### src/rtl/uart_pkg.sv
// uart_pkg: shared UART constants and FSM state type for the 120 MHz transmit and receive paths
package uart_pkg;
   localparam int CLK_HZ = 120_000_000;
   localparam int BAUD = 12_000_000;
   localparam int CLKS_PER_BIT_DEFAULT = CLK_HZ / BAUD;
   localparam int DATA_BITS = 8;
   localparam int STOP_BITS = 1;
   typedef enum logic [1:0] {IDLE, START, DATA, STOP} uart_state_t;
endpackage

### src/rtl/uart_tx_120m_if.sv
// uart_tx_120m_if: valid/ready byte handshake between an on-chip producer and the transmitter
interface uart_tx_120m_if;
   logic [7:0] tx_data;
   logic tx_valid;
   logic tx_ready;
   modport master (output tx_data, output tx_valid, input tx_ready);
   modport slave (input tx_data, input tx_valid, output tx_ready);
endinterface

### src/rtl/uart_tx_fifo.sv
// uart_tx_fifo: single-clock FIFO with registered count, guarded push/pop and first-word-fall-through read
module uart_tx_fifo #(
   parameter int AW = 4,
   parameter int W = 8
) (
   input  logic m_clock,
   input  logic p_reset,
   input  logic push,
   input  logic [W-1:0] wdata,
   input  logic pop,
   output logic [W-1:0] rdata,
   output logic [AW:0] count,
   output logic full,
   output logic empty
);
   logic [W-1:0] mem [2**AW];
   logic [AW-1:0] wp, rp;
   logic push_ok, pop_ok;
   assign full = count == (AW+1)'(2**AW);
   assign empty = count == '0;
   assign push_ok = push & ~full;
   assign pop_ok = pop & ~empty;
   assign rdata = mem[rp];
   always_ff @(posedge m_clock)
      if (push_ok) mem[wp] <= wdata;
   always_ff @(posedge m_clock or posedge p_reset)
      if (p_reset) begin
         wp <= '0;
         rp <= '0;
         count <= '0;
      end else begin
         wp <= push_ok ? wp + 1'b1 : wp;
         rp <= pop_ok ? rp + 1'b1 : rp;
         count <= count + (AW+1)'(push_ok) - (AW+1)'(pop_ok);
      end
endmodule

### src/rtl/uart_tx_120m.sv
// uart_tx_120m: 12 Mbps 8N1 transmitter for the 120 MHz domain, FIFO-buffered, back-to-back frames
module uart_tx_120m
   import uart_pkg::*;
#(
   parameter int CLKS_PER_BIT = CLKS_PER_BIT_DEFAULT,
   parameter int FIFO_AW = 4
) (
   input  logic m_clock,
   input  logic p_reset,
   uart_tx_120m_if.slave tx,
   output logic txd,
   output logic busy,
   output logic [FIFO_AW:0] fifo_count
);
   localparam int CW = $clog2(CLKS_PER_BIT);
   localparam logic [CW-1:0] LAST = CW'(CLKS_PER_BIT - 1);
   uart_state_t state, state_nx;
   logic [CW-1:0] cnt, cnt_nx;
   logic [2:0] bit_idx, bit_nx;
   logic [7:0] shift, shift_nx, head;
   logic pop, full, empty, tick;
   uart_tx_fifo #(.AW(FIFO_AW), .W(8)) u_fifo (
      .m_clock(m_clock),
      .p_reset(p_reset),
      .push(tx.tx_valid),
      .wdata(tx.tx_data),
      .pop(pop),
      .rdata(head),
      .count(fifo_count),
      .full(full),
      .empty(empty)
   );
   assign tx.tx_ready = ~full;
   assign tick = cnt == LAST;
   always_comb begin
      state_nx = state;
      cnt_nx = tick ? '0 : cnt + 1'b1;
      bit_nx = bit_idx;
      shift_nx = shift;
      pop = 1'b0;
      unique case (state)
         IDLE: begin
            cnt_nx = '0;
            pop = !empty;
            shift_nx = empty ? shift : head;
            state_nx = empty ? IDLE : START;
         end
         START: if (tick) begin
            bit_nx = '0;
            state_nx = DATA;
         end
         DATA: if (tick) begin
            shift_nx = shift >> 1;
            bit_nx = bit_idx + 1'b1;
            state_nx = (bit_idx == 3'(DATA_BITS - 1)) ? STOP : DATA;
         end
         STOP: if (tick) begin
            pop = !empty;
            shift_nx = empty ? shift : head;
            state_nx = empty ? IDLE : START;
         end
      endcase
   end
   // txd is driven from the current state, so the line lags the state register by one cycle
   always_ff @(posedge m_clock or posedge p_reset)
      if (p_reset) begin
         state <= IDLE;
         cnt <= '0;
         bit_idx <= '0;
         shift <= '0;
         txd <= 1'b1;
         busy <= 1'b0;
      end else begin
         state <= state_nx;
         cnt <= cnt_nx;
         bit_idx <= bit_nx;
         shift <= shift_nx;
         txd <= (state == START) ? 1'b0 : (state == DATA) ? shift[0] : 1'b1;
         busy <= (state != IDLE) || (fifo_count != '0);
      end
endmodule

### src/flat_wrapper.sv
// flat-port wrapper written by rule: the top's interface ports become plain ports
module uart_tx_120m_flat import uart_pkg::*;
#(
   parameter int CLKS_PER_BIT = CLKS_PER_BIT_DEFAULT,
   parameter int FIFO_AW = 4
)
  (m_clock, p_reset, txd, busy, fifo_count, tx_tx_data, tx_tx_valid, tx_tx_ready);
  uart_tx_120m_if tx_i ();
  input  logic m_clock;
  input  logic p_reset;
  output logic txd;
  output logic busy;
  output logic [FIFO_AW:0] fifo_count;
  input wire logic [$bits(tx_i.tx_data)-1:0] tx_tx_data;
  input wire logic [$bits(tx_i.tx_valid)-1:0] tx_tx_valid;
  output wire logic [$bits(tx_i.tx_ready)-1:0] tx_tx_ready;
  assign tx_i.tx_data = tx_tx_data;
  assign tx_i.tx_valid = tx_tx_valid;
  assign tx_tx_ready = tx_i.tx_ready;
  uart_tx_120m #(.CLKS_PER_BIT(CLKS_PER_BIT), .FIFO_AW(FIFO_AW)) u_core (.m_clock(m_clock), .p_reset(p_reset), .tx(tx_i), .txd(txd), .busy(busy), .fifo_count(fifo_count));
endmodule
### config.mk
export PLATFORM = sky130hd
export DESIGN_NAME = uart_tx_120m_flat
export DESIGN_NICKNAME = d
export VERILOG_FILES = /design/src/rtl/uart_pkg.sv /design/src/rtl/uart_tx_120m_if.sv /design/src/rtl/uart_tx_fifo.sv /design/src/rtl/uart_tx_120m.sv /design/src/flat_wrapper.sv
export SDC_FILE = /design/constraint.sdc
export NUM_CORES = 1
export LEC_CHECK = 0
export BUFFER_PORTS_ARGS = -buffer_cell sky130_fd_sc_hd__buf_2
export CELL_PAD_IN_SITES_DETAIL_PLACEMENT = 1
export CELL_PAD_IN_SITES_GLOBAL_PLACEMENT = 2
export CORE_UTILIZATION = 40
export DETAILED_ROUTE_END_ITERATION = 12
export PLACE_DENSITY = 0.77
export SLEW_MARGIN = 20
export SYNTH_ARGS = -nofsm -noshare
export SYNTH_HDL_FRONTEND = slang
export SYNTH_SLANG_ARGS = --single-unit
### constraint.sdc
create_clock -name m_clock -period 3.2 [get_ports m_clock]
set_clock_uncertainty 0.15 [all_clocks]
set_input_delay 0.16 -clock m_clock [delete_from_list [all_inputs] [get_ports m_clock]]
set_output_delay 0.16 -clock m_clock [all_outputs]
set_load 0.005 [all_outputs]
==> report_table.html, run 1 <==
<table>
<tr><th>Metric</th><th>Value</th></tr>
<tr><th colspan="2">Placement</th></tr>
<tr><td>Post-detail-place hpwl</td><td>8.71 mm</td></tr>
<tr><td>Count of buffers from port buffering</td><td>18</td></tr>
<tr><td>Area of placed instances</td><td>7050 um^2</td></tr>
<tr><td>Placer Congestion</td><td>about 0.72</td></tr>
<tr><th colspan="2">Critical path</th></tr>
<tr><td>Critical path depth</td><td>13</td></tr>
<tr><td>Crit end category</td><td>flop</td></tr>
<tr><td>Worst setup path end</td><td>u_core.u_fifo.count[4]</td></tr>
<tr><td>Data required time at the worst endpoint</td><td>3.40 ns</td></tr>
<tr><td>RR Startpoint</td><td>u_core.u_fifo.count[3]</td></tr>
<tr><td>Kind of critical path</td><td>reg -&gt; reg</td></tr>
<tr><td>R2R setup slack</td><td>0.25 ns</td></tr>
<tr><td>Gate family responsible for the most delay along the worst path</td><td>adder cells</td></tr>
<tr><td>Maximum net fanout on the critical path</td><td>7</td></tr>
<tr><td>Reg2Reg Depth</td><td>13</td></tr>
<tr><td>Startpoint of the most critical setup path</td><td>u_core.u_fifo.count[3]</td></tr>
<tr><td>Max stage delay on crit path</td><td>0.42 ns</td></tr>
<tr><td>Element type at the critical path start</td><td>flop</td></tr>
<tr><td>RR Endpoint</td><td>u_core.u_fifo.count[4]</td></tr>
<tr><td>Worst endpoint data arrival time</td><td>3.14 ns</td></tr>
<tr><td>Number of buffer and inverter stages on the critical path</td><td>3</td></tr>
<tr><td>Critical path's slowest cell</td><td>fa_1</td></tr>
<tr><td>Critical path cell sequence</td><td>inv_1 &gt; ha_1 &gt; nand4bb_1 &gt; and2_1 &gt; inv_1 &gt; ha_1 &gt; inv_1 &gt; ha_1 &gt; fa_1 &gt; a21oi_1 &gt; nor2_1 &gt; nor2_1 &gt; xnor2_1</td></tr>
<tr><th colspan="2">Route</th></tr>
<tr><td>Iteration-0 DRC count of the detailed router</td><td>180</td></tr>
<tr><td>Final antenna-violating net count</td><td>0</td></tr>
<tr><td>Overall routed net length</td><td>13.4 mm</td></tr>
<tr><td>DRC violations left</td><td>0</td></tr>
<tr><td>Detailed-routing iteration count for the pre-antenna-repair pass</td><td>4</td></tr>
<tr><td>Number of vias in the routed layout</td><td>3348</td></tr>
<tr><td>Detailed-route vias per instance</td><td>5.18</td></tr>
<tr><td>Wirelength per Cell</td><td>20.8 um</td></tr>
<tr><th colspan="2">Job</th></tr>
<tr><td>Number of max-capacitance violations reported</td><td>0</td></tr>
<tr><th colspan="2">Synth</th></tr>
<tr><td>Share of flip-flops with an asynchronous set or reset</td><td>0.200</td></tr>
<tr><td>Post-synth EDFFs</td><td>128</td></tr>
<tr><td>Netlist Area Pre-Place</td><td>between 6000 and 7000 um^2</td></tr>
<tr><td>Leading register cell type out of synthesis</td><td>edfxtp_1</td></tr>
<tr><td>Synth Area per Inst</td><td>17.9 um^2</td></tr>
<tr><td>Synthesized net count</td><td>404</td></tr>
<tr><td>Count of distinct cell types in the synthesized netlist</td><td>46</td></tr>
<tr><td>Synth Instances</td><td>373</td></tr>
<tr><td>Number of warning messages in the yosys log</td><td>0</td></tr>
<tr><td>Sequential cell area fraction in the yosys report</td><td>0.698</td></tr>
<tr><td>Flip-flop and latch count after synthesis</td><td>160</td></tr>
<tr><th colspan="2">Clock network</th></tr>
<tr><td>Clock tree root buffer cell</td><td>clkbuf_16</td></tr>
<tr><td>Num CTS Buffers</td><td>17</td></tr>
<tr><td>Sinks on the clock net</td><td>160</td></tr>
<tr><td>Clock tree from TritonCTS</td><td>done</td></tr>
<tr><td>Maximum buffer depth of the clock tree</td><td>2</td></tr>
<tr><td>Post-CTS sizing</td><td>0</td></tr>
<tr><td>Maximum level of the CTS H-tree</td><td>4</td></tr>
<tr><td>Clock transition time at the flip-flop clock pins of the worst setup and hold paths</td><td>0.07 ns</td></tr>
<tr><td>Skew-Pair Late Insertion Delay</td><td>0.43 ns</td></tr>
<tr><td>Post CTS Setup Buffer Count</td><td>0</td></tr>
<tr><th colspan="2">Floorplan</th></tr>
<tr><td>IO Pins</td><td>19</td></tr>
<tr><td>Height of the chip</td><td>131 um</td></tr>
<tr><td>Die W</td><td>131 um</td></tr>
<tr><td>Die footprint</td><td>17200 um^2</td></tr>
<tr><td>Core box area</td><td>16100 um^2</td></tr>
<tr><td>FP Rows</td><td>46</td></tr>
<tr><td>Initial core utilization</td><td>0.415</td></tr>
<tr><th colspan="2">Layout</th></tr>
<tr><td>Nets</td><td>between 400 and 500</td></tr>
<tr><td>Antenna Cells</td><td>0</td></tr>
<tr><td>Area of all placed cells without fillers</td><td>7700 um^2</td></tr>
<tr><td>Fraction of final layout cells sized beyond drive strength 1</td><td>0.237</td></tr>
<tr><td>Area overhead of the layout relative to synthesis</td><td>15.6%</td></tr>
<tr><th colspan="2">Global route</th></tr>
<tr><td>Wire length of the first global-routing pass</td><td>20.8 mm</td></tr>
<tr><td>Overall fraction of global-route tracks in use</td><td>0.175</td></tr>
<tr><td>Number of global-route vias before repair</td><td>3597</td></tr>
<tr><td>Largest net degree at the start of global routing</td><td>34</td></tr>
<tr><td>Number of antenna violations at the first check in global routing</td><td>0</td></tr>
<tr><td>Grt ovf</td><td>0</td></tr>
<tr><th colspan="2">Timing</th></tr>
<tr><td>Share of the clock period used by the worst path after layout</td><td>0.921</td></tr>
<tr><td>Slew at the pin closest to its max-slew limit</td><td>0.767 ns</td></tr>
<tr><td>Relative slew slack</td><td>0.488</td></tr>
<tr><td>Slew Limit Fails</td><td>0</td></tr>
<tr><td>Final hold viol count</td><td>0</td></tr>
<tr><td>RSZ-0062 raised after global routing</td><td>no</td></tr>
<tr><td>Worst Hold Margin</td><td>0.0433 ns</td></tr>
<tr><td>Sum Neg Setup Slack</td><td>0 ns</td></tr>
<tr><td>Maximum clock frequency</td><td>between 0.3 and 0.4 GHz</td></tr>
<tr><td>Setup-failing EPs final</td><td>0</td></tr>
<tr><td>Final period demand of the worst path</td><td>slightly below 3 ns</td></tr>
<tr><th colspan="2">Power and ir drop</th></tr>
<tr><td>Static Leakage</td><td>0.00273 uW</td></tr>
<tr><td>Maximum vdd ir drop</td><td>roughly 0.0004 V</td></tr>
<tr><td>Ratio of total power to cell area</td><td>~670 nW/um^2</td></tr>
<tr><th colspan="2">Hold path</th></tr>
<tr><td>Path category of the worst min-delay check</td><td>in -&gt; reg</td></tr>
<tr><th colspan="2">Run status</th></tr>
<tr><td>Status</td><td>finished, final reports clean</td></tr>
</table>
[cell usage in the layout, fill, tap and decap left out, drive strengths merged, types with 2 or more instances in the layout]
master	count
nor3b	3
nor3	4
clkbuf	17
dlygate4sd3	9
o22a	6
ha	19
clkinv	8
nand3	2
a32o	2
a21oi	12
nor4	4
edfxtp	128
xor2	4
dfrtp	31
a22oi	14
xnor2	8
inv	25
mux2i	5
mux4	31
mux2	4
o21ai	3
nand2	17
buf	34
nor2b	2
nor2	10
and2	10
[worst min path at each step]
stage / from / to / cells past startpoint
after floorplan: tx_tx_data[0] / u_core.u_fifo.mem[0][0] / 0
after global placement: p_reset / u_core.cnt[3] / 2
after detailed placement: p_reset / u_core.cnt[2] / 2
after CTS: tx_tx_valid / u_core.u_fifo.wp[0] / 3
after global routing: tx_tx_valid / u_core.u_fifo.wp[0] / 3
final: tx_tx_valid / u_core.u_fifo.wp[0] / 3
[timing repair]
item	CTS	global route
hold endpoints to repair	145	0
setup endpoints to repair	0	0
hold buffers	9	0
[cell usage after synthesis, types with 5 or more instances]
library cell    n  area share
a21oi_1        12      0.0090
a22oi_1        14       0.016
and2_1         10      0.0094
clkbuf_1        6      0.0034
dfrtp_1        31        0.12
edfxtp_1      128        0.58
ha_1           19       0.036
inv_1          20       0.011
mux2i_1         5      0.0075
mux4_1          6       0.024
mux4_2         25       0.085
nand2_1        17      0.0096
nor2_1         10      0.0056
o22a_1          6      0.0079
xnor2_1         8       0.011
[logic make-up (layout without fill, tap and decap cells)]
group | count (synthesis) | in the layout | synth area share
fa+ha+maj | 20 | 20 | 0.0387
xor+xnor | 12 | 12 | 0.0158
compound gates | 43 | 43 | 0.0470
flops | 160 | 160 | 0.698
buf+inv | 38 | 95 | 0.0289
mux | 40 | 40 | 0.123
simple gates | 60 | 60 | 0.0490
[worst min-delay path: cells and delay by family]
| family | cells | cell delay (ns) |
|---|---|---|
| xor+xnor | 1 | 0.10 |
| simple gates | 1 | 0.25 |
| buf+inv | 1 | 0.07 |
[registers in the layout, indices dropped and copies added, names as in the netlist]
| name | flops |
|---|---|
| u_core.bit_idx | 3 |
| u_core.u_fifo.rp | 4 |
| u_core.u_fifo.count | 5 |
| u_core.u_fifo.wp | 4 |
| u_core.txd | 1 |
| u_core.shift | 8 |
| u_core.u_fifo.mem | 128 |
| u_core.state | 2 |
| u_core.busy | 1 |
| u_core.cnt | 4 |
[layout make-up]
class | count | area (um^2)
Inverter | 20 | 75.1
Clock buffer | 17 | 425
Tap cell | 216 | 270
Sequential cell | 160 | 4650
Clock inverter | 15 | 136
Multi-Input combinational cell | 175 | 1830
Timing Repair Buffer | 43 | 313
Fill cell | 1499 | 8360
[power breakdown]
part	total (uW)	internal (uW)	switching, uW
registers	2600	2480	121
logic	655	274	381
clock network	1930	1080	844
total	5180	3830	1350
[metal layers]
layer | part of all wire | wire [um] | vias to the layer above | track usage
met5 | 0 | 0 | - | 0
met4 | 0.017 | 228 | 0 | 0.0730
met3 | 0.030 | 404 | 16 | 0.0366
met2 | 0.50 | 6750 | 53 | 0.290
met1 | 0.45 | 6040 | 1737 | 0.226
li1 | - | - | 1542 | -
[per-stage QoR]
stage,cells,power (uW),setup slack [ns],util
detailed placement,605,3300,0.290,0.439
finish,646,5180,0.253,0.480
global placement,605,3260,0.377,0.439
global route,646,5370,0.0395,0.480
CTS,646,5240,0.250,0.480
floorplan,373,3020,0.573,-
No activity file was read; power rests on OpenSTA's default activity.
==> inputs of run 2 (changes only) <==
CORE_ASPECT_RATIO = 1.2   (was unset)
clock period = 3.1 ns   (was 3.2 ns; I/O delays follow)
==> report_table.html, run 2 (synthesized netlist as in run 1, its figures left out) <==
<table>
<tr><th>Metric</th><th>Value</th></tr>
<tr><th colspan="2">Run status</th></tr>
<tr><td>Status</td><td>finished, final reports clean</td></tr>
<tr><th colspan="2">Floorplan</th></tr>
<tr><td>FP Rows</td><td>51</td></tr>
<tr><td>Height of the chip</td><td>143 um</td></tr>
<tr><td>Core box area</td><td>~16000 um^2</td></tr>
<tr><td>Die footprint</td><td>17200 um^2</td></tr>
<tr><td>Die W</td><td>120 um</td></tr>
<tr><td>IO Pins</td><td>19</td></tr>
<tr><td>Initial core utilization</td><td>0.409</td></tr>
<tr><th colspan="2">Layout</th></tr>
<tr><td>Final Non-Filler Cells</td><td>640</td></tr>
<tr><td>Nets</td><td>about 450</td></tr>
<tr><td>Registers with the highest flip-flop counts</td><td>u_core.u_fifo.mem (128), u_core.shift (8), u_core.u_fifo.count (5)</td></tr>
<tr><td>Top register by number of flip-flops</td><td>u_core.u_fifo.mem</td></tr>
<tr><td>Max FFs per register</td><td>128</td></tr>
<tr><td>Commonest non-fill, non-tap cells in the layout</td><td>edfxtp_1, dfrtp_1, mux4_2</td></tr>
<tr><td>Most common cell after layout, fill and taps aside</td><td>edfxtp_1</td></tr>
<tr><td>Area overhead of the layout relative to synthesis</td><td>15.6%</td></tr>
<tr><td>Antenna Cells</td><td>0</td></tr>
<tr><td>Final core utilization</td><td>0.473</td></tr>
<tr><td>Fraction of final layout cells sized beyond drive strength 1</td><td>0.238</td></tr>
<tr><th colspan="2">Hold path</th></tr>
<tr><td>Hold path endpoint</td><td>u_core.u_fifo.wp[0]</td></tr>
<tr><td>Start point of the worst min-delay path</td><td>tx_tx_valid</td></tr>
<tr><td>Cells on Worst Hold Path</td><td>3</td></tr>
<tr><td>Path category of the worst min-delay check</td><td>in -&gt; reg</td></tr>
<tr><th colspan="2">Placement</th></tr>
<tr><td>Setup Slack @ Placement</td><td>0.174 ns</td></tr>
<tr><td>Post-detail-place hpwl</td><td>9.19 mm</td></tr>
<tr><td>Placed instance count</td><td>599</td></tr>
<tr><td>Placer Congestion</td><td>a little over 0.7</td></tr>
<tr><td>Count of buffers from port buffering</td><td>18</td></tr>
<tr><th colspan="2">Critical path</th></tr>
<tr><td>RR Endpoint</td><td>u_core.u_fifo.count[4]</td></tr>
<tr><td>Critical path cell sequence</td><td>inv_1 &gt; ha_1 &gt; nand4bb_1 &gt; and2_2 &gt; inv_1 &gt; ha_1 &gt; inv_1 &gt; ha_1 &gt; fa_1 &gt; a21oi_1 &gt; nor2_1 &gt; nor2_1 &gt; xnor2_1</td></tr>
<tr><td>Crit end category</td><td>flop</td></tr>
<tr><td>Gate family responsible for the most delay along the worst path</td><td>adder cells</td></tr>
<tr><td>Critical path's slowest cell</td><td>fa_1</td></tr>
<tr><td>Data required time at the worst endpoint</td><td>3.29 ns</td></tr>
<tr><td>Worst endpoint data arrival time</td><td>roughly 3 ns</td></tr>
<tr><td>Kind of critical path</td><td>reg -&gt; reg</td></tr>
<tr><td>RR Startpoint</td><td>u_core.u_fifo.count[2]</td></tr>
<tr><td>R2R setup slack</td><td>0.26 ns</td></tr>
<tr><td>Max stage delay on crit path</td><td>0.41 ns</td></tr>
<tr><td>Element type at the critical path start</td><td>flop</td></tr>
<tr><td>Reg2Reg Depth</td><td>13</td></tr>
<tr><td>Number of buffer and inverter stages on the critical path</td><td>3</td></tr>
<tr><td>Maximum net fanout on the critical path</td><td>7</td></tr>
<tr><th colspan="2">Timing</th></tr>
<tr><td>Maximum clock frequency</td><td>0.352 GHz</td></tr>
<tr><td>Slew Limit Fails</td><td>0</td></tr>
<tr><td>Setup-failing EPs final</td><td>0</td></tr>
<tr><td>RSZ-0062 raised after global routing</td><td>no</td></tr>
<tr><td>Min setup slack post-route</td><td>0.262 ns</td></tr>
<tr><td>Relative slew slack</td><td>0.424</td></tr>
<tr><td>Final period demand of the worst path</td><td>2.84 ns</td></tr>
<tr><td>Slew at the pin closest to its max-slew limit</td><td>0.863 ns</td></tr>
<tr><td>Final hold viol count</td><td>0</td></tr>
<tr><td>Share of the clock period used by the worst path after layout</td><td>0.915</td></tr>
<tr><td>Sum Neg Setup Slack</td><td>0 ns</td></tr>
<tr><th colspan="2">Power and ir drop</th></tr>
<tr><td>Sequential share of power</td><td>0.498</td></tr>
<tr><td>Proportion of power drawn by the clock network</td><td>0.376</td></tr>
<tr><td>Combinational group share of total power</td><td>0.126</td></tr>
<tr><td>Internal cell power</td><td>a little under 4000 uW</td></tr>
<tr><td>Ratio of total power to cell area</td><td>700 nW/um^2</td></tr>
<tr><td>Sw power</td><td>1410 uW</td></tr>
<tr><td>Switching Share</td><td>0.262</td></tr>
<tr><td>Static Leakage</td><td>0.00272 uW</td></tr>
<tr><td>Maximum vdd ir drop</td><td>0.000392 V</td></tr>
<tr><td>Overall power of the completed layout</td><td>5390 uW</td></tr>
<tr><th colspan="2">Route</th></tr>
<tr><td>Detailed-routing iteration count for the pre-antenna-repair pass</td><td>4</td></tr>
<tr><td>Wirelength per Cell</td><td>21.6 um</td></tr>
<tr><td>Overall routed net length</td><td>13.8 mm</td></tr>
<tr><td>Iteration-0 DRC count of the detailed router</td><td>~220</td></tr>
<tr><td>Detailed-route vias per instance</td><td>roughly 5.4</td></tr>
<tr><td>Final antenna-violating net count</td><td>0</td></tr>
<tr><td>Number of vias in the routed layout</td><td>3431</td></tr>
<tr><td>DRC violations left</td><td>0</td></tr>
<tr><th colspan="2">Global route</th></tr>
<tr><td>Grt ovf</td><td>0</td></tr>
<tr><td>Number of global-route vias before repair</td><td>about 3700</td></tr>
<tr><td>Wire length of the first global-routing pass</td><td>between 20 and 25 mm</td></tr>
<tr><td>Overall fraction of global-route tracks in use</td><td>0.177</td></tr>
<tr><td>Largest net degree at the start of global routing</td><td>34</td></tr>
<tr><td>Number of antenna violations at the first check in global routing</td><td>0</td></tr>
<tr><th colspan="2">Clock network</th></tr>
<tr><td>Clock transition time at the flip-flop clock pins of the worst setup and hold paths</td><td>0.06 ns</td></tr>
<tr><td>Num CTS Buffers</td><td>17</td></tr>
<tr><td>Post CTS Setup Buffer Count</td><td>0</td></tr>
<tr><td>Clock tree root buffer cell</td><td>clkbuf_16</td></tr>
<tr><td>Maximum buffer depth of the clock tree</td><td>2</td></tr>
<tr><td>Clock tree from TritonCTS</td><td>done</td></tr>
<tr><td>Maximum level of the CTS H-tree</td><td>4</td></tr>
<tr><td>Sinks on the clock net</td><td>160</td></tr>
<tr><td>Skew-Pair Late Insertion Delay</td><td>0.42 ns</td></tr>
<tr><th colspan="2">Job</th></tr>
<tr><td>Number of max-capacitance violations reported</td><td>0</td></tr>
</table>
==> run 2: worst register-to-register path, delay by kind of cell, from the launching register on <==
| kind | cells | cell delay, ns |
|---|---|---|
| AO/OA/AOI/OAI | 1 | 0.15 |
| XOR/XNOR | 1 | 0.12 |
| adder cells (fa/ha/maj) | 4 | 1.15 |
| buffers and inverters | 3 | 0.28 |
| flip-flops | 1 | 0.38 |
| AND/OR/NAND/NOR | 4 | 0.54 |
==> run 2: power by group through the flow <==
stage	Clock (uW)	Combinational, uW	Sequential (uW)
floorplan	0	451	2670
global placement	0	656	2710
detailed placement	0	677	2730
CTS	2070	694	2680
global route	2150	760	2710
finish	2030	677	2680
==> run 2: worst max-delay path by stage <==
stage / startpoint / depth (start not counted) / end
2_1_floorplan: u_core.u_fifo.count[2] / 14 / u_core.u_fifo.count[4]
3_3_place_gp: u_core.u_fifo.count[3] / 13 / u_core.u_fifo.count[4]
3_5_place_dp: u_core.u_fifo.count[2] / 13 / u_core.u_fifo.count[4]
4_1_cts: u_core.u_fifo.count[2] / 13 / u_core.u_fifo.count[4]
5_1_grt: u_core.u_fifo.count[2] / 13 / u_core.u_fifo.count[4]
6_report: u_core.u_fifo.count[2] / 13 / u_core.u_fifo.count[4]
==> run 2: per-stage QoR <==
step / cell area, um^2 / hold slack (ns)
floorplan: 6660 / 0.104
global placement: 7030 / 0.214
detailed placement: 7030 / 0.231
CTS: 7700 / 0.0956
global route: 7700 / 0.0537
finish: 7700 / 0.0390
==> run 2: layout make-up <==
class | instances | area (um^2)
fill | 1554 | 8570
sequential | 160 | 4650
inverter | 20 | 75.1
timing repair buffer | 41 | 298
clock buffer | 18 | 429
multi-input combinational | 175 | 1840
tap | 212 | 265
clock inverter | 14 | 148
==> run 2: metal layers <==
layer  GRT usage  up-vias  part of all wire
met5           0        -                 0
met1       0.216     1812              0.42
met3      0.0437       16             0.034
met4      0.0638        0             0.014
li1            -     1536                 -
met2       0.307       67              0.53
==> run 2: what timing repair did <==
item / 4_1_cts / 5_1_grt
hold endpoints to repair: 149 / 0
gates resized for setup: 0 / 2
hold buffers: 9 / 0
setup endpoints to repair: 0 / 24
==> inputs of run 3 (changes only) <==
PLACE_DENSITY = 0.78   (was 0.77)
SYNTH_HIERARCHICAL = 1   (was unset)
==> report_table.html, run 3 <==
<table>
<tr><th>Metric</th><th>Value</th></tr>
<tr><th colspan="2">Synth</th></tr>
<tr><td>Top-count cell post-synth</td><td>edfxtp_1</td></tr>
<tr><td>Dominant cell type by area after synthesis</td><td>edfxtp_1</td></tr>
<tr><td>Synth Area per Inst</td><td>between 15 and 20 um^2</td></tr>
<tr><td>Leading post-synthesis cells by cell area</td><td>edfxtp_1, dfrtp_1, mux4_2, mux2i_1, ha_1</td></tr>
<tr><td>Count of distinct cell types in the synthesized netlist</td><td>44</td></tr>
<tr><td>Top cells by count, synth</td><td>edfxtp_1, mux2i_1, dfrtp_1</td></tr>
<tr><td>Netlist Area Pre-Place</td><td>6890 um^2</td></tr>
<tr><td>Synth Instances</td><td>404</td></tr>
<tr><td>Number of warning messages in the yosys log</td><td>6</td></tr>
<tr><td>Share of flip-flops with an asynchronous set or reset</td><td>0.200</td></tr>
<tr><td>Post-synth EDFFs</td><td>128</td></tr>
<tr><td>Flip-flop and latch count after synthesis</td><td>160</td></tr>
<tr><td>Sequential cell area fraction in the yosys report</td><td>0.674</td></tr>
<tr><td>Synthesized net count</td><td>436</td></tr>
<tr><td>Top-area cell type share of the netlist area</td><td>0.558</td></tr>
<tr><td>Leading register cell type out of synthesis</td><td>edfxtp_1</td></tr>
<tr><th colspan="2">Timing</th></tr>
<tr><td>Min setup slack post-route</td><td>0.271 ns</td></tr>
<tr><td>Sum Neg Setup Slack</td><td>0 ns</td></tr>
<tr><td>RSZ-0062 raised after global routing</td><td>no</td></tr>
<tr><td>Slew Limit Fails</td><td>0</td></tr>
<tr><td>Final period demand of the worst path</td><td>2.83 ns</td></tr>
<tr><td>Setup-failing EPs final</td><td>0</td></tr>
<tr><td>Share of the clock period used by the worst path after layout</td><td>0.912</td></tr>
<tr><td>Relative slew slack</td><td>0.510</td></tr>
<tr><td>Maximum clock frequency</td><td>0.354 GHz</td></tr>
<tr><td>Final hold viol count</td><td>0</td></tr>
<tr><td>Slew at the pin closest to its max-slew limit</td><td>roughly 0.73 ns</td></tr>
<tr><th colspan="2">Clock network</th></tr>
<tr><td>Hold buffer count at cts</td><td>9</td></tr>
<tr><td>Clock tree root buffer cell</td><td>clkbuf_16</td></tr>
<tr><td>Post CTS Setup Buffer Count</td><td>0</td></tr>
<tr><td>Clock transition time at the flip-flop clock pins of the worst setup and hold paths</td><td>approximately 0.060 ns</td></tr>
<tr><td>Clock tree from TritonCTS</td><td>done</td></tr>
<tr><td>Maximum level of the CTS H-tree</td><td>4</td></tr>
<tr><td>Num CTS Buffers</td><td>17</td></tr>
<tr><td>Skew-Pair Late Insertion Delay</td><td>0.42 ns</td></tr>
<tr><td>Maximum buffer depth of the clock tree</td><td>2</td></tr>
<tr><td>Sinks on the clock net</td><td>160</td></tr>
<tr><td>Post-CTS sizing</td><td>0</td></tr>
<tr><th colspan="2">Route</th></tr>
<tr><td>Wirelength per Cell</td><td>about 20 um</td></tr>
<tr><td>Detailed-route vias per instance</td><td>around 5.3</td></tr>
<tr><td>Overall routed net length</td><td>13.7 mm</td></tr>
<tr><td>Final antenna-violating net count</td><td>0</td></tr>
<tr><td>DRC violations left</td><td>0</td></tr>
<tr><td>Number of vias in the routed layout</td><td>3605</td></tr>
<tr><td>Detailed-routing iteration count for the pre-antenna-repair pass</td><td>5</td></tr>
<tr><td>Iteration-0 DRC count of the detailed router</td><td>193</td></tr>
<tr><th colspan="2">Hold path</th></tr>
<tr><td>Path category of the worst min-delay check</td><td>in -&gt; reg</td></tr>
<tr><td>Start point of the worst min-delay path</td><td>tx_tx_valid</td></tr>
<tr><td>Hold path endpoint</td><td>u_core/u_fifo/wp[0]</td></tr>
<tr><td>Cells on Worst Hold Path</td><td>4</td></tr>
<tr><th colspan="2">Power and ir drop</th></tr>
<tr><td>Ratio of total power to cell area</td><td>691 nW/um^2</td></tr>
<tr><td>Maximum vdd ir drop</td><td>0.000380 V</td></tr>
<tr><td>Static Leakage</td><td>0.00308 uW</td></tr>
<tr><th colspan="2">Layout</th></tr>
<tr><td>Nets</td><td>479</td></tr>
<tr><td>Top register by number of flip-flops</td><td>u_core/u_fifo/mem</td></tr>
<tr><td>Area overhead of the layout relative to synthesis</td><td>14.6%</td></tr>
<tr><td>Commonest non-fill, non-tap cells in the layout</td><td>edfxtp_1, mux2i_1, dfrtp_1</td></tr>
<tr><td>Max FFs per register</td><td>around 130</td></tr>
<tr><td>Registers with the highest flip-flop counts</td><td>u_core/u_fifo/mem (128), u_core/shift (8), u_core/u_fifo/count (5)</td></tr>
<tr><td>Most common cell after layout, fill and taps aside</td><td>edfxtp_1</td></tr>
<tr><td>Fraction of final layout cells sized beyond drive strength 1</td><td>0.246</td></tr>
<tr><td>Antenna Cells</td><td>0</td></tr>
<tr><th colspan="2">Floorplan</th></tr>
<tr><td>Initial core utilization</td><td>0.409</td></tr>
<tr><td>Die footprint</td><td>17800 um^2</td></tr>
<tr><td>FP Rows</td><td>52</td></tr>
<tr><td>Height of the chip</td><td>146 um</td></tr>
<tr><td>IO Pins</td><td>19</td></tr>
<tr><td>Core box area</td><td>16900 um^2</td></tr>
<tr><td>Die W</td><td>122 um</td></tr>
<tr><th colspan="2">Critical path</th></tr>
<tr><td>Kind of critical path</td><td>reg -&gt; reg</td></tr>
<tr><td>R2R setup slack</td><td>0.27 ns</td></tr>
<tr><td>Number of buffer and inverter stages on the critical path</td><td>1</td></tr>
<tr><td>Critical path's slowest cell</td><td>dfrtp_1</td></tr>
<tr><td>Element type at the critical path start</td><td>flop</td></tr>
<tr><td>Most Frequent Cell on Critical Path</td><td>ha_1</td></tr>
<tr><td>Critical path cell sequence</td><td>ha_1 &gt; and3b_1 &gt; a21oi_1 &gt; nor3_1 &gt; nor2b_1 &gt; ha_1 &gt; inv_1 &gt; ha_1 &gt; fa_1 &gt; a21oi_1 &gt; nor2_1 &gt; nor2_1 &gt; xnor2_1</td></tr>
<tr><td>Gate family responsible for the most delay along the worst path</td><td>adder cells</td></tr>
<tr><td>Maximum net fanout on the critical path</td><td>5</td></tr>
<tr><td>Crit end category</td><td>flop</td></tr>
<tr><td>Reg2Reg Depth</td><td>13</td></tr>
<tr><td>RR Startpoint</td><td>u_core/cnt[0]</td></tr>
<tr><td>Max stage delay on crit path</td><td>about 0.42 ns</td></tr>
<tr><td>RR Endpoint</td><td>u_core/u_fifo/count[4]</td></tr>
<tr><td>Worst endpoint data arrival time</td><td>3.03 ns</td></tr>
<tr><td>Data required time at the worst endpoint</td><td>approximately 3.3 ns</td></tr>
<tr><th colspan="2">Run status</th></tr>
<tr><td>Status</td><td>finished, final reports clean</td></tr>
<tr><th colspan="2">Global route</th></tr>
<tr><td>Largest net degree at the start of global routing</td><td>34</td></tr>
<tr><td>Busiest metal layer after global routing</td><td>met2</td></tr>
<tr><td>Grt ovf</td><td>0</td></tr>
<tr><td>Met3 GRT Util</td><td>0.0329</td></tr>
<tr><td>Met1 GRT Util</td><td>0.220</td></tr>
<tr><td>Overall fraction of global-route tracks in use</td><td>0.169</td></tr>
<tr><td>M2 GR Usage</td><td>0.268</td></tr>
<tr><td>Number of antenna violations at the first check in global routing</td><td>0</td></tr>
<tr><td>Wire length of the first global-routing pass</td><td>21.6 mm</td></tr>
<tr><td>Number of global-route vias before repair</td><td>3841</td></tr>
<tr><th colspan="2">Placement</th></tr>
<tr><td>Post-detail-place hpwl</td><td>9.02 mm</td></tr>
<tr><td>Count of buffers from port buffering</td><td>18</td></tr>
<tr><td>Setup Slack @ Placement</td><td>0.263 ns</td></tr>
<tr><td>Placer Congestion</td><td>0.714</td></tr>
<tr><th colspan="2">Job</th></tr>
<tr><td>Number of max-capacitance violations reported</td><td>0</td></tr>
</table>
==> run 3: changes by cell type after synthesis, sizes merged, moves of 4 or more <==
cell    delta
nand2      -5
mux4      -15
o21ai      +8
a221oi    +16
buf        +4
mux2i     +30
a21oi      -8
mux2      +11
a22oi      -6
o22a       -6
==> run 3: tightest hold or removal path: cells and delay by family <==
| kind | cells | cell delay, ns |
|---|---|---|
| buf+inv | 2 | 0.25 |
| simple gates | 1 | 0.14 |
| xor+xnor | 1 | 0.12 |
==> run 3: logic make-up (layout without fill, tap and decap cells) <==
logic type	Yosys count	after routing	share of synthesized area
multiplexers	66	66	0.128
AO/OA/AOI/OAI	46	46	0.0588
adder cells (fa/ha/maj)	21	21	0.0392
XOR/XNOR	11	11	0.0140
flip-flops	160	160	0.674
buffers and inverters	42	98	0.0369
AND/OR/NAND/NOR	58	58	0.0494
==> run 3: layer usage <==
metal,share of wire,routed length [um]
met4,0.026,358
met1,0.44,6080
met3,0.023,322
met5,0,0
met2,0.51,6950
==> run 3: worst max path at each step <==
stage,cells after the start,to,from
finish,13,u_core/u_fifo/count[4],u_core/cnt[0]
global route,14,u_core/u_fifo/count[4],u_core/cnt[1]
CTS,13,u_core/u_fifo/count[4],u_core/cnt[0]
detailed placement,13,u_core/u_fifo/count[4],u_core/u_fifo/count[2]
global placement,13,u_core/u_fifo/count[4],u_core/cnt[0]
floorplan,15,u_core/u_fifo/count[4],u_core/cnt[0]
==> run 3: through the flow <==
step / std cells / hold slack, ns / util / power [uW] / area [um^2]
5_1_grt: 676 / 0.150 / 0.469 / 5670 / 7900
3_5_place_dp: 635 / 0.111 / 0.429 / 3440 / 7230
6_report: 676 / 0.131 / 0.469 / 5450 / 7900
2_1_floorplan: 404 / -0.118 / - / 3160 / 6890
3_3_place_gp: 635 / 0.0891 / 0.429 / 3400 / 7230
4_1_cts: 676 / 0.125 / 0.469 / 5510 / 7900
==> run 3: report_power, final <==
| part | switching, uW | leakage [uW] | internal, uW |
|---|---|---|---|
| Combinational | 402 | 0.00126 | 290 |
| Sequential | 130 | 0.00154 | 2570 |
| Clock | 863 | 0.000283 | 1200 |
| Total | 1400 | 0.00308 | 4060 |
==> run 3: layout make-up <==
type / count / area, um^2
clock inverters: 13 / 150
multi-input cells: 202 / 1990
repair buffers: 45 / 328
inverters: 21 / 78.8
well taps: 216 / 270
clock buffers: 19 / 433
flip-flops and latches: 160 / 4650
fillers: 1573 / 8950
